--- src/rtl/nn_frame_sequencer.sv ---
// Frame sequencer between the UART byte receiver and the neural-network MAC datapath.
// Builds the input frame, starts inference, drives the scope trigger and returns the 24-bit result.
module nn_frame_sequencer #(
    parameter int N_BYTES     = 16,
    parameter int TIMEOUT_CYC = 4096
) (
    input  logic                 clk,
    input  logic                 rst,
    input  logic                 byte_recv_i,
    input  logic [7:0]           byte_in_i,
    input  logic [3:0]           sw_i,
    input  logic                 nn_done_i,
    input  logic [23:0]          nn_result_i,
    input  logic                 tx_ready_i,
    output logic                 nn_start_o,
    output logic [8*N_BYTES-1:0] nn_in_o,
    output logic                 trig_out_o,
    output logic [4:0]           byte_cnt_o,
    output logic                 tx_valid_o,
    output logic [7:0]           tx_byte_o,
    output logic                 busy_o,
    output logic                 timeout_err_o
);

    // Counter is at least 5 bits so the 4-bit trigger delay always fits beside it.
    localparam int CW_RAW = $clog2(TIMEOUT_CYC + 1);
    localparam int CW     = (CW_RAW > 5) ? CW_RAW : 5;

    localparam logic [CW-1:0] RUN_LAST  = CW'(TIMEOUT_CYC - 2);
    localparam logic [4:0]    LAST_BYTE = 5'(N_BYTES - 1);

    typedef enum logic [1:0] {
        COLLECT = 2'd0,
        START   = 2'd1,
        RUN     = 2'd2,
        SEND    = 2'd3
    } state_t;

    state_t        state_q;
    logic [4:0]    byte_cnt_q;
    logic [3:0]    dly_q;
    logic [CW-1:0] cnt_q;
    logic [15:0]   res_q;
    logic [1:0]    tx_idx_q;
    logic          nn_start_q;
    logic          trig_q;
    logic          tx_valid_q;
    logic [7:0]    tx_byte_q;
    logic          timeout_err_q;
    logic [7:0]    lane_q [N_BYTES];

    logic          accept_d;
    logic [CW-1:0] cnt_d;
    logic          trig_hit_d;

    assign accept_d   = (state_q == COLLECT) && byte_recv_i;
    assign cnt_d      = cnt_q + 1'b1;
    // The trigger must be high in the RUN cycle whose count equals the latched delay.
    assign trig_hit_d = (cnt_d == {{(CW-4){1'b0}}, dly_q});

    genvar gi;
    generate
        for (gi = 0; gi < N_BYTES; gi++) begin : g_lane
            always_ff @(posedge clk or posedge rst) begin
                if (rst) begin
                    lane_q[gi] <= 8'h00;
                end else if (accept_d && (byte_cnt_q == 5'(gi))) begin
                    lane_q[gi] <= byte_in_i;
                end
            end
            assign nn_in_o[8*gi +: 8] = lane_q[gi];
        end
    endgenerate

    always_ff @(posedge clk or posedge rst) begin
        if (rst) begin
            state_q       <= COLLECT;
            byte_cnt_q    <= 5'd0;
            dly_q         <= 4'd0;
            cnt_q         <= '0;
            res_q         <= 16'h0000;
            tx_idx_q      <= 2'd0;
            nn_start_q    <= 1'b0;
            trig_q        <= 1'b0;
            tx_valid_q    <= 1'b0;
            tx_byte_q     <= 8'h00;
            timeout_err_q <= 1'b0;
        end else begin
            nn_start_q <= 1'b0;
            case (state_q)
                COLLECT: begin
                    if (byte_recv_i) begin
                        if (byte_cnt_q == 5'd0) begin
                            timeout_err_q <= 1'b0;
                        end
                        byte_cnt_q <= byte_cnt_q + 5'd1;
                        if (byte_cnt_q == LAST_BYTE) begin
                            nn_start_q <= 1'b1;
                            state_q    <= START;
                        end
                    end
                end
                START: begin
                    dly_q   <= sw_i;
                    cnt_q   <= '0;
                    trig_q  <= (sw_i == 4'd0);
                    state_q <= RUN;
                end
                RUN: begin
                    // A result arriving on the last allowed cycle still beats the abort.
                    if (nn_done_i) begin
                        res_q      <= nn_result_i[15:0];
                        tx_byte_q  <= nn_result_i[23:16];
                        tx_idx_q   <= 2'd0;
                        tx_valid_q <= 1'b1;
                        trig_q     <= 1'b0;
                        state_q    <= SEND;
                    end else if (cnt_q == RUN_LAST) begin
                        timeout_err_q <= 1'b1;
                        trig_q        <= 1'b0;
                        byte_cnt_q    <= 5'd0;
                        state_q       <= COLLECT;
                    end else begin
                        cnt_q <= cnt_d;
                        if (trig_hit_d) begin
                            trig_q <= 1'b1;
                        end
                    end
                end
                SEND: begin
                    if (tx_ready_i) begin
                        case (tx_idx_q)
                            2'd0: begin
                                tx_byte_q <= res_q[15:8];
                                tx_idx_q  <= 2'd1;
                            end
                            2'd1: begin
                                tx_byte_q <= res_q[7:0];
                                tx_idx_q  <= 2'd2;
                            end
                            default: begin
                                tx_valid_q <= 1'b0;
                                tx_idx_q   <= 2'd0;
                                byte_cnt_q <= 5'd0;
                                state_q    <= COLLECT;
                            end
                        endcase
                    end
                end
                default: state_q <= COLLECT;
            endcase
        end
    end

    assign nn_start_o    = nn_start_q;
    assign trig_out_o    = trig_q;
    assign byte_cnt_o    = byte_cnt_q;
    assign tx_valid_o    = tx_valid_q;
    assign tx_byte_o     = tx_byte_q;
    assign busy_o        = (state_q != COLLECT);
    assign timeout_err_o = timeout_err_q;

endmodule
--- config.mk ---
export PLATFORM = sky130hd
export DESIGN_NAME = nn_frame_sequencer
export DESIGN_NICKNAME = d
export VERILOG_FILES = /design/src/rtl/nn_frame_sequencer.sv
export SDC_FILE = /design/constraint.sdc
export NUM_CORES = 1
export LEC_CHECK = 0
export ABC_AREA = 1
export CORE_UTILIZATION = 33
export DETAILED_ROUTE_END_ITERATION = 10
export GPL_TIMING_DRIVEN = 0
export PLACE_DENSITY = 0.55
export SKIP_CTS_REPAIR_TIMING = 1
export SLEW_MARGIN = 5
export SYNTH_ARGS = -nofsm -noshare
export SYNTH_HDL_FRONTEND = slang
export SYNTH_SLANG_ARGS = --single-unit
--- constraint.sdc ---
create_clock -name clk -period 11.7 [get_ports clk]
set_input_delay 1.755 -clock clk [delete_from_list [all_inputs] [get_ports clk]]
set_output_delay 1.755 -clock clk [all_outputs]
set_load 0.02 [all_outputs]
# Yosys cells after proc, flatten, opt, wreduce, memory -nomap -nowiden
# Cells that the tools add are included.
# totals
reg_bits	182
input_bits	41
out_inout_bits	146
wordCells	138
# classes
n_addsub	2
eq_ne	33
muxes	40
reduce_logical	36
# op_table
op	n
equality test 5 x 4 -> 1 bit, second input constant	8
case mux 8 bit (2 select lines)	2
2-to-1 mux 13 bit	2
case mux 13 bit (2 select lines)	1
2-to-1 mux 5 bit	5
equality test 5 x 3 -> 1 bit, second input constant	4
logical AND 1 bit	17
2-to-1 mux 2 bit	8
2-to-1 mux 8 bit	2
case mux 5 bit (3 select lines)	1
inequality test 2 bit, second input constant	7
adder 13 x 1 -> 13 bit, second input constant	1
equality test 13 x 12 -> 1 bit, second input constant	1
equality test 13 x 4 -> 1 bit	1
2-to-1 mux 1 bit	13
equality test 5 x 2 -> 1 bit, second input constant	2
AND reduction 5 bit	2
case mux 2 bit (2 select lines)	2
case mux 2 bit (4 select lines)	1
AND reduction 4 bit	2
nonzero test 2 bit	4
inequality test 3 bit, second input constant	2
case mux 1 bit (2 select lines)	3
AND reduction 3 bit	2
13 further kinds	18

# Longest topological paths before layout
# Gate-level depths: netlist (run 1).
# depth
depth_word	6
depth_mapped	15
mapped_depth_nobuf	15

# Worst setup path before layout (run 1)
# OpenSTA, ideal clock, no wires.
# synth_path
path_type	input to register
from	input byte_recv_i
to	register lane_q, in the netlist nn_in_o[15]
setup_ns	0.133
arrival_time_ns	2.570
required_time_ns	11.567
setup_slack_ns	8.997
path_stages	7
path_buffers	2
path_cell_list	nand2_1 > nor2_1 > buf_4 > nand3_1 > buf_2 > nand2_1 > o21ai_0
# synth_via
elab_chain_len	2
# synth_rtl
element	line	rtl
start, declared	9	input logic byte_recv_i,
logical AND 1 bit	56	assign accept_d = (state_q == COLLECT) && byte_recv_i;
logical AND 1 bit	67	end else if (accept_d && (byte_cnt_q == 5'(gi))) begin
end signal, assigned by index	68	lane_q[gi] <= byte_in_i;
end, declared	50	logic [7:0] lane_q [N_BYTES];
# No other way between the ends.
# A chain may end at the register's enable or synchronous reset.

# Worst setup path after layout (run 1)
# layout_path
from	register state_q[0]
to	output busy_o
# layout_via
elab_chain_len	1
# layout_rtl
element	line	rtl
start, declared	39	state_t state_q;
start signal, assigned	77	state_q <= COLLECT;
start signal, assigned	99	state_q <= START;
start signal, assigned	107	state_q <= RUN;
nonzero test 2 bit	160	assign busy_o = (state_q != COLLECT);
end, declared	21	output logic busy_o,
# No other way between the ends.

==> results.md, run 1 <==
- The flow ran to the end, but the final reports show violations.
- The checks that failed: design-rule violations.
- The worst hold slack is 0.483 ns.
- The worst-case vdd ir drop is 0.164 mV.
- Summed over all layers, the routed wires come to 21400 um.
- The placement row count is 54.
- The tool flagged a number of max-cap violations equal to 0.
- The depth of the most critical reg-to-reg path is 10.
- The worst hold path endpoint is res_q[13].
- The combined area of all synthesized cells is 7440 sq um.
- Counting instances in the post-synthesis netlist gives the leading cell types as sky130_fd_sc_hd__nand2_1, sky130_fd_sc_hd__dfrtp_1, sky130_fd_sc_hd__o21ai_0.
- The total grt overflow is 0.
- The setup check on the worst reg-to-reg path leaves a slack of 9.58 ns.
- The floorplan step defined a die boundary enclosing 23200 sq um.
- sky130_fd_sc_hd__dfrtp_1 takes more of the synthesized area than any other cell.
- The fmax is 271 MHz.
- Across the routed clock network, the largest skew measured is 0.0144 ns.
- Data on the critical path arrives at its endpoint at 1.94 ns.
- Once detail routing completed, the nets flagged for antenna violations numbered 0.
- After synthesis, the share of flip-flops with an asynchronous set or reset is 100%.
- Counting every sink on the clock net gives 182.
- The analysis attributes to cell leakage a power of 4.63 nW.
- Of the cells placed in the final design, the portion with a size suffix greater than 1 is 5.91%.
- By instance count, the leading cell after synthesis is sky130_fd_sc_hd__nand2_1.
- In this run the number of H-tree levels came out at 4.
- The number of clock buffers inserted by TritonCTS is 17.
- The type of element launching the critical path is a flop.
- The main flop type after synthesis is sky130_fd_sc_hd__dfrtp_1.
- The wire length of the first global-routing pass is 34700 um.
- In this run the mean area of a mapped cell was 9.14 sq um.
- Setup repair after global routing left no endpoint under its margin.
- Before antenna repair, the detailed router went through 7 iterations.
- By startpoint and endpoint, the worst setup path is classified as reg -> out.
- The kind of capture point of the worst setup path is an output pin.
- From synthesis to final layout, the design area changed by 38.1%.
- The worst register-to-register path ends at nn_in_o[0].
- Entering global routing, the biggest net connects 98 pins.
- The clock period minus final worst setup slack is 3.70 ns.
- The area of the core is 22000 sq um.
- In this run the tightest slew margin relative to its limit is 49.6%.
- For this block, the via count after detailed routing is 6150.
- Once placement completed, the tool counted placed cells totaling 1281.
- The maximum root-to-sink buffer count is 2.
- Cells fill 46.8% of the core in the end.
- After layout, the design draws a total of 0.00255 W.
- The required time reported for the critical path endpoint is 9.95 ns.
- The aggregate negative setup slack is 0 ns.
- Yosys printed 0 warnings.
- The half-perimeter wire length of the detailed placement result is 14700 um.
- The clock latency on the worst-skew pair is 0.43 ns.
- The floorplan step set the die width to 152 um.
- The count of input and output buffers is 186.
- The die is 152 um tall.
- After technology mapping, the gate count stands at 814.
- The top cell type by area accounts for 61.2% of the synthesized area.
- The post-route non-filler standard cell count is 1312.
- The global placement routability congestion is 0.790.
- The number of nets in the synthesized netlist is 866.
- The startpoint of the lowest-slack hold path is res_q[13].
- The violation count after the first detailed-routing iteration is 286.
- The number of antenna violations at the first check in global routing is 0.
- The share of the Yosys chip area taken by registers is 61.2%.
- The transition time of the tightest slew-check pin is 0.756 ns.
- Dividing the final minimum period by the clock period gives 31.6%.
- The worst register-to-register path begins at state_q[1].
- The number of storage elements in the synthesis netlist is 182.
- The via count of the first global-routing pass is 6121.
- The final routed wire length divided by cell count is 16.3 um.
- 187 I/O pins were placed.
- The setup-violating endpoint count in the final report is 0.
- The clock tree from TritonCTS is built.
- The highest net fanout along the worst path is 4.
- In this run the clock root is driven by a sky130_fd_sc_hd__clkbuf_16.
- The initial core utilization is 33.9%.
- The number of enable flip-flop cells after synthesis is 0.
- The total global routing track utilization is 19.3%.
- Dividing total power by cell area gives a power density of 249 nW/um^2.
- By area the synthesized netlist is led by sky130_fd_sc_hd__dfrtp_1, sky130_fd_sc_hd__nand2_1, sky130_fd_sc_hd__o21ai_0, sky130_fd_sc_hd__nand3_1, sky130_fd_sc_hd__inv_1.
- The clock transition time at the flip-flop clock pins of the worst setup and hold paths is 0.07 ns.
- After detailed routing, the number of vias per cell comes to 4.69.
- For this run, the post-layout net count is 1072.
- The final max-slew violation count is 0.
- In this run the worst hold path is classified as reg -> reg.
- The number of inserted diodes is 0.
- The number of different library cells used by synthesis comes to 26.
- Along the worst hold path, the cell count comes to 2.
- The final-report hold violation count is 0.
- For this run, design rule violations remaining after detail routing come to 7.
- The most critical setup path has its startpoint at state_q[0].
worst max path at each step:
| stage | endpoint | cells after the start |
|---|---|---|
| floorplan | byte_cnt_o[0] | 1 |
| global placement | nn_in_o[32] | 2 |
| detailed placement | nn_in_o[4] | 8 |
| CTS | busy_o | 4 |
| global route | busy_o | 4 |
| finish | busy_o | 4 |
critical path: stages (launching register included):
cell                              delay (ns)
sky130_fd_sc_hd__dfrtp_1                0.40
sky130_fd_sc_hd__inv_1                  0.09
sky130_fd_sc_hd__ha_1                   0.25
sky130_fd_sc_hd__inv_1                  0.14
sky130_fd_sc_hd__clkdlybuf4s50_1        0.63
stage by stage:
step,instance area [sq um],setup slack (ns)
after CTS,10300,7.97
final,10300,8.00
after global routing,10300,7.91
after global placement,9660,2.12
after detailed placement,9690,8.02
after floorplan,7440,5.00
final cells by class:
type                       count  area [sq um]
fill                        2181         11700
clock buffer                  17           425
tap                          280           350
timing repair buffer         187          1890
buffer                        32           146
sequential                   182          4550
clock inverter                14           165
inverter                      50           195
multi-input combinational    550          2550
logic make-up after synthesis:
logic type | Yosys count | synth area share (%)
flip-flops | 182 | 61.2
adder cells (fa/ha/maj) | 11 | 1.85
AO/OA/AOI/OAI | 178 | 12.3
multiplexers | 2 | 0.303
XOR/XNOR | 4 | 0.471
AND/OR/NAND/NOR | 355 | 19.4
buffers and inverters | 82 | 4.49
power breakdown:
part / internal [W] / switching (W) / total [W]
registers: 0.000835 / 0.000124 / 0.000959
clock network: 0.000304 / 0.000274 / 0.000578
logic: 0.000445 / 0.000572 / 0.00102
total: 0.00158 / 0.000971 / 0.00255
layer usage:
layer	GRT usage (%)	part of all wire, %	up-vias
met1	24.5	44	2946
met4	3.21	0.31	0
li1	-	-	3066
met5	0	0	-
met2	31.8	48	134
met3	7.39	7.6	4
sequential cells by signal, indices dropped and copies added, names as in the netlist:
name / cells
nn_in_o: 128
res_q: 16
cnt_q: 13
tx_byte_o: 8
byte_cnt_o: 5
dly_q: 4
state_q: 2
tx_idx_q: 2
nn_start_o: 1
timeout_err_o: 1
trig_out_o: 1
tx_valid_o: 1
cells in the final DEF (no fill, tap or decap), drive strengths merged:
master         synthesis  routed
xor2                   4       4
o22ai                  7       7
inv                   49      56
buf                   14      15
bufinv                 0       1
nand2                281     281
mux2                   2       2
clkinv                 1       5
dfrtp                182     182
nand3                 40      40
ha                    11      11
a22oi                  1       1
a211oi                 1       1
o21ai                169     169
nand4                  3       3
clkbuf                18      35
nor2                  28      28
clkdlybuf4s50          0     186
nor4                   1       1
clkinvlp               0       2
nand3b                 2       2
Note: power is estimated with default switching activity, not from simulation.
==> run 2: changes to the inputs <==
- clock period: 11.7 -> 3.5 ns (I/O delays scaled with it)
==> run 2 against run 1 <==
Net effect:
- the run still ends with design-rule violations left
- register-to-register slack got worse by 8.2 ns
- via count fell by 0.34%
- hold slack got worse by 0.026 ns
- total power rose to 3.4 times the previous value
- highest routed layer unchanged
==> results.md, run 2 (synthesized netlist as in run 1, its figures left out) <==
- In this run the critical register-to-register path is captured at nn_in_o[7].
- The flop-to-flop setup slack is 1.41 ns.
- The final max-slew violation count is 0.
- Dividing the final minimum period by the clock period gives 69.9%.
- The routed metal-1 wire length is 9760 um.
- Global routing finished with a remaining overflow of 0.
- Data on the critical path is required at its endpoint by 2.97 ns.
- The finished cells cover 10400 sq um.
- The number of ports placed on the die boundary is 187.
- The leakage power summed over all cells is 4.68 nW.
- The clock tree from TritonCTS is built.
- The final net count is 1076.
- The type of element launching the critical path is a flop.
- The internal portion of the total power is 0.00545 W.
- The combinational fraction of design power is 39.1%.
- The number of clock sinks is 182.
- Global routing consumed, over all layers together, 19.3% of the routing resources.
- After clock tree synthesis, the clock-pin slew on the worst setup and hold paths is 0.08 ns.
- The aggregate routed wire length is 21500 um.
- The congestion estimate from routability-driven global placement came to 0.763.
- Setup repair after global routing left no endpoint under its margin.
- The die is 152 um wide.
- The H-tree was split into 4 levels.
- The final routed wire length divided by cell count is 16.4 um.
- The maximum root-to-sink buffer count is 2.
- The kind of capture point of the worst setup path is an output pin.
- The count of placed standard cells including taps is 1285.
- In this run the standard cell core region covers 22000 sq um.
- In this run the power density over the cells is 838 nW/um^2.
- Of the total power, the share spent switching nets is 37.4%.
- The overall power of the completed layout is 0.00871 W.
- Summed over all nets, wire length on met3 after detailed routing comes to 1580 um.
- For this configuration, the core starts out at a cell density of 33.9%.
- The number of clock buffers inserted by TritonCTS is 17.
- Data on the critical path arrives at its endpoint at 1.92 ns.
- The fmax is 409 MHz.
- Across the routed clock network, the largest skew measured is 0.0113 ns.
- The worst reg2reg path startpoint is state_q[1].
- The worst slew margin relative to its limit is 48.7%.
- The fraction of final layout cells with drive strength greater than 1 is 6.27%.
- The first-pass iteration count of the detailed router is 8.
- The average via count per standard cell is 4.65.
- From bottom edge to top edge, the die measures 152 um.
- The worst-case vdd ir drop is 0.413 mV.
- The transition time of the tightest slew-check pin is 0.769 ns.
- The number of max-cap violations is 0.
- The buffer type at the clock tree root is sky130_fd_sc_hd__clkbuf_16.
- The first routing iteration left 259 violations.
- The path class of the tightest hold or removal check is in -> async.
- The filler cells instantiated in the layout total 2120.
- The number of cells on the worst reg-to-reg path is 10.
- The count of input and output buffers is 186.
- The number of antenna violations at the first check in global routing was 0.
- The library cell used most frequently in the layout, excluding fill and tap cells, is sky130_fd_sc_hd__nand2_1.
- Sequential cells account for 36.8% of the total power.
- The clock latency on the worst-skew pair is 0.43 ns.
- After legalization and detailed placement, the total HPWL measured 15200 um.
- The via count of the first global-routing pass came to 6133.
- The initialized floorplan defines 54 standard-cell rows.
- Summing all placed instances gives a cell area of 9760 sq um.
- The final-report hold violation count is 0.
- The finished layout holds 1317 standard cells, fillers aside.
- In this run the worst path has a maximum fanout of 4.
- The met2 routed wirelength is 10100 um.
- The wire length of the first global-routing pass is 34800 um.
- The critical path is of the reg -> out type.
- The number of flip-flops under the largest register name is 128.
- Leaving out fill and tap cells, the most frequent cells in the layout are sky130_fd_sc_hd__nand2_1, sky130_fd_sc_hd__clkdlybuf4s50_1, sky130_fd_sc_hd__dfrtp_1.
- Setup violations remaining at the end of the flow were counted as 0.
- After detailed routing, no signal wire sits above met4.
- The number of antenna diodes in the final layout is 0.
- The final reports fail on design-rule violations.
- The detailed router placed 6129 vias in this run.
- The run finished, with violations left.
- The layout overhead on the synthesized area is 39.8%.
- The count of nets left with antenna violations once routing finished came out at 0.
- The fraction of power consumed by the clock network is 24.1%.
- For this run, design rule violations remaining after detail routing come to 8.
- For this design the total switching power over the nets is 0.00326 W.
- Entering global routing, the biggest net connects 38 pins.
- After layout, the minimum clock period comes to 2.45 ns.
- The overall die area is 23200 sq um.
-- run 2: per-layer routing --
metal  track usage, %  vias up
met1             25.2     2921
met5                0        -
met4             3.50        0
met2             31.4      142
li1                 -     3058
met3             6.60        8
-- run 2: worst max-delay path by stage --
stage / startpoint / endpoint / slack (ns) / cells past startpoint
after floorplan: rst / byte_cnt_o[0] / 0.64 / 1
after detailed placement: byte_recv_i / nn_in_o[7] / 1.05 / 9
after CTS: state_q[0] / busy_o / 1.00 / 4
after global routing: state_q[0] / busy_o / 0.93 / 4
final: state_q[0] / busy_o / 1.05 / 4
after global placement: rst / nn_in_o[32] / -1.07 / 2
-- run 2: power groups by stage --
stage	Combinational (W)	Clock, W	Sequential, W
after floorplan	0.00116	0	0.00386
after global placement	0.00341	0	0.00323
after detailed placement	0.00344	0	0.00324
after CTS	0.00345	0.00215	0.00322
after global routing	0.00375	0.00223	0.00331
final	0.00340	0.00210	0.00321
-- run 2: layout make-up --
class	instances	area [sq um]	area share, %
buffer	32	146	1.41
clock buffer	18	429	4.13
clock inverter	14	214	2.06
inverter	50	191	1.84
multi-input combinational	550	2550	24.6
sequential	182	4550	43.8
tap	280	350	3.37
timing repair buffer	191	1960	18.9
-- run 2: through the flow --
stage          utilization [%]  setup TNS, ns  hold slack (ns)  setup slack, ns
2_1_floorplan                -              0            0.449            0.638
3_3_place_gp              44.0        -191.60            0.464            -1.07
3_5_place_dp              44.4              0            0.466             1.05
4_1_cts                   47.4              0            0.443             1.00
5_1_grt                   47.4              0            0.497            0.926
6_report                  47.4              0            0.456             1.05
-- run 2: worst max-delay path, cell delays in order (launching register included) --
cell and delay (ns):
sky130_fd_sc_hd__dfrtp_1 0.40, sky130_fd_sc_hd__inv_1 0.09, sky130_fd_sc_hd__ha_1 0.24, sky130_fd_sc_hd__inv_1 0.14, sky130_fd_sc_hd__clkdlybuf4s50_1 0.63
==> run 3: changes to the inputs <==
- clock period: 3.5 -> 2.3 ns (I/O delays scaled with it)
==> run 3 against run 2 <==
Net effect:
- global-route usage did not move
- highest routed layer unchanged
- critical path type is now reg -> reg
- clock skew is 0.0013 ns lower
- cell count unchanged
- utilization up 0.051 points
- critical endpoint is now nn_in_o[84]
- register-to-register slack worse by 1.2 ns
- critical path depth up 5
- the flow still finishes with violations (design-rule violations)
- total power is 52% higher
- flip-flop and latch count stayed put
- via count is 0.20% higher
- non-clock buffer count unchanged
- count of clock-buffer cells in the layout unchanged
==> results.md, run 3 (synthesized netlist as in run 1, its figures left out) <==
- The number of H-tree levels is 4.
- The total grt overflow is 0.
- The final critical path takes up 91.4% of the cycle.
- In this run the static leakage power is 4.68 nW.
- The layout overhead on the synthesized area is 39.9%.
- 0 antenna diodes ended up in the layout.
- IR analysis of the VDD net gives a maximum drop of 0.629 mV.
- The final-report hold violation count is 0.
- The area of the core is 22000 sq um.
- The net count of the finished layout is 1076.
- The congestion estimate from routability-driven global placement came to 0.763.
- Counting tap cells, the placed design contains a total of 1285 instances.
- Setup violations remaining at the end of the flow were counted as 0.
- Once the floorplan was initialized, standard cells occupied 33.9% of the core.
- The post-route non-filler standard cell count is 1317.
- The average via count per standard cell is 4.66.
- The fmax is 475 MHz.
- The floorplan step defined a die boundary enclosing 23200 sq um.
- The register with the most flip-flops in the layout has 128 of them.
- The aggregate routed wire length is 21500 um.
- Once detailed placement completed, the half-perimeter wirelength came to 15200 um.
- The final reports fail on design-rule violations.
- The commonest non-fill, non-tap cell in the layout is sky130_fd_sc_hd__nand2_1.
- The final route contains 6141 vias.
- The remaining design rule violation count is 8.
- The required time reported for the critical path endpoint is 2.59 ns.
- The via count of the first global-routing pass is 6133.
- CTS saw 182 sinks.
- Measured in cells, the most critical reg-to-reg path has a length of 9.
- Across all register-to-register paths, the minimum setup slack is 0.20 ns.
- The final setup skew is 0.0101 ns.
- In this run the critical register-to-register path is launched from state_q[1].
- After clock tree synthesis, the clock-pin slew on the worst setup and hold paths is 0.08 ns.
- Across the run, the number of max-cap violations was 0.
- The worst hold path belongs to the class in -> async.
- The final max-slew violation count is 0.
- The power density over cell area is 1270 nW/um^2.
- Setup repair after global routing left no endpoint under its margin.
- The worst register-to-register path ends at nn_in_o[84].
- The count of input and output buffers is 186.
- The maximum number of pins on one net before global-route repair is 38.
- The floorplan step set the die height to 152 um.
- The violation count after the first detailed-routing iteration is 273.
- The buffer type at the clock tree root is sky130_fd_sc_hd__clkbuf_16.
- The fraction of final layout cells with drive strength greater than 1 is 6.56%.
- The worst setup path is captured at a flop.
- During I/O placement, the number of pins put on the boundary was 187.
- The worst path in the final design needs a cycle of 2.10 ns, including I/O delays and setup.
- The final standard cell utilization of the core is 47.4%.
- The number of antenna violations at the first check in global routing is 0.
- The clock tree from TritonCTS is built.
- For the worst-skew pair, the clock arrives at the later sink with an insertion delay of 0.43 ns.
- The final routed wire length divided by cell count is 16.3 um.
- STA classifies the critical path startpoint as a flop.
- The wire length of the first global-routing pass is 34800 um.
- The total global routing track utilization is 19.3%.
- In this run the remaining antenna-violating nets after routing total 0.
- In this run the worst path has a maximum fanout of 10.
- The horizontal die dimension is 152 um.
- The first detailed-routing pass took 8 iterations.
- The placement row count is 54.
- The run finished, with violations left.
- For the pin with the worst max-slew slack, the measured transition is 0.770 ns.
- The longest clock path from root to sink contains 2 buffers.
- In the layout the commonest cells are sky130_fd_sc_hd__nand2_1, sky130_fd_sc_hd__clkdlybuf4s50_1, sky130_fd_sc_hd__dfrtp_1.
- The signal arrival time at the worst endpoint is 2.39 ns.
- The worst slew margin relative to its limit is 48.7%.
- Buffers inserted during clock tree synthesis total 17.
- The setup path with the least slack is of type reg -> reg.
[run 3: changes by cell type in the layout (fill, tap and decap cells not counted), sizes merged]
cell | previous run | this run
clkdlybuf4s50 | 186 | 185
dlymetal6s2s | 0 | 1
[run 3: worst max path at each step]
stage           startpoint             to  slack, ns
2_1_floorplan          rst  byte_cnt_o[0]      -0.38
3_3_place_gp           rst    nn_in_o[32]      -2.09
3_5_place_dp   byte_recv_i     nn_in_o[7]       0.03
4_1_cts         state_q[0]         busy_o      -0.02
5_1_grt         state_q[1]    nn_in_o[55]       0.02
6_report        state_q[1]    nn_in_o[84]       0.20
[run 3: report_power, final]
part	internal [W]	switching, W
sequential	0.00425	0.000635
combinational	0.00228	0.00292
clock	0.00177	0.00142
total	0.00830	0.00497
[run 3: metal layers]
layer / GRT usage (%) / vias to the layer above / routed length (um)
li1: - / 3059 / -
met5: 0 / - / 0
met2: 31.4 / 141 / 10100
met3: 6.60 / 12 / 1580
met1: 25.2 / 2929 / 9700
met4: 3.50 / 0 / 136
[run 3: stage by stage]
stage               power (W)  area (sq um)  worst slack (ns)  TNS [ns]  hold WS, ns
CTS                    0.0134         10400           -0.0166   -0.0166        0.263
floorplan             0.00764          7450            -0.382    -69.44        0.449
global placement       0.0101          9660             -2.09   -377.24        0.464
detailed placement     0.0102          9760            0.0285         0        0.466
finish                 0.0133         10400             0.197         0        0.276
global route           0.0141         10400            0.0160         0        0.317
[run 3: cell type report]
type	instances	area, sq um
well taps	280	350
clock buffers	18	429
repair buffers	191	1960
multi-input cells	550	2560
clock inverters	14	214
inverters	50	191
flip-flops and latches	182	4550
fillers	2121	11500
plain buffers	32	148
[run 3: critical path, stage by stage, from the launching register on]
cell,delay [ns]
sky130_fd_sc_hd__dfrtp_1,0.40
sky130_fd_sc_hd__inv_1,0.13
sky130_fd_sc_hd__ha_1,0.23
sky130_fd_sc_hd__nand2_1,0.07
sky130_fd_sc_hd__nor2_1,0.23
sky130_fd_sc_hd__buf_4,0.23
sky130_fd_sc_hd__nand3_1,0.26
sky130_fd_sc_hd__buf_2,0.28
sky130_fd_sc_hd__nand2_1,0.06
sky130_fd_sc_hd__o21ai_0,0.07
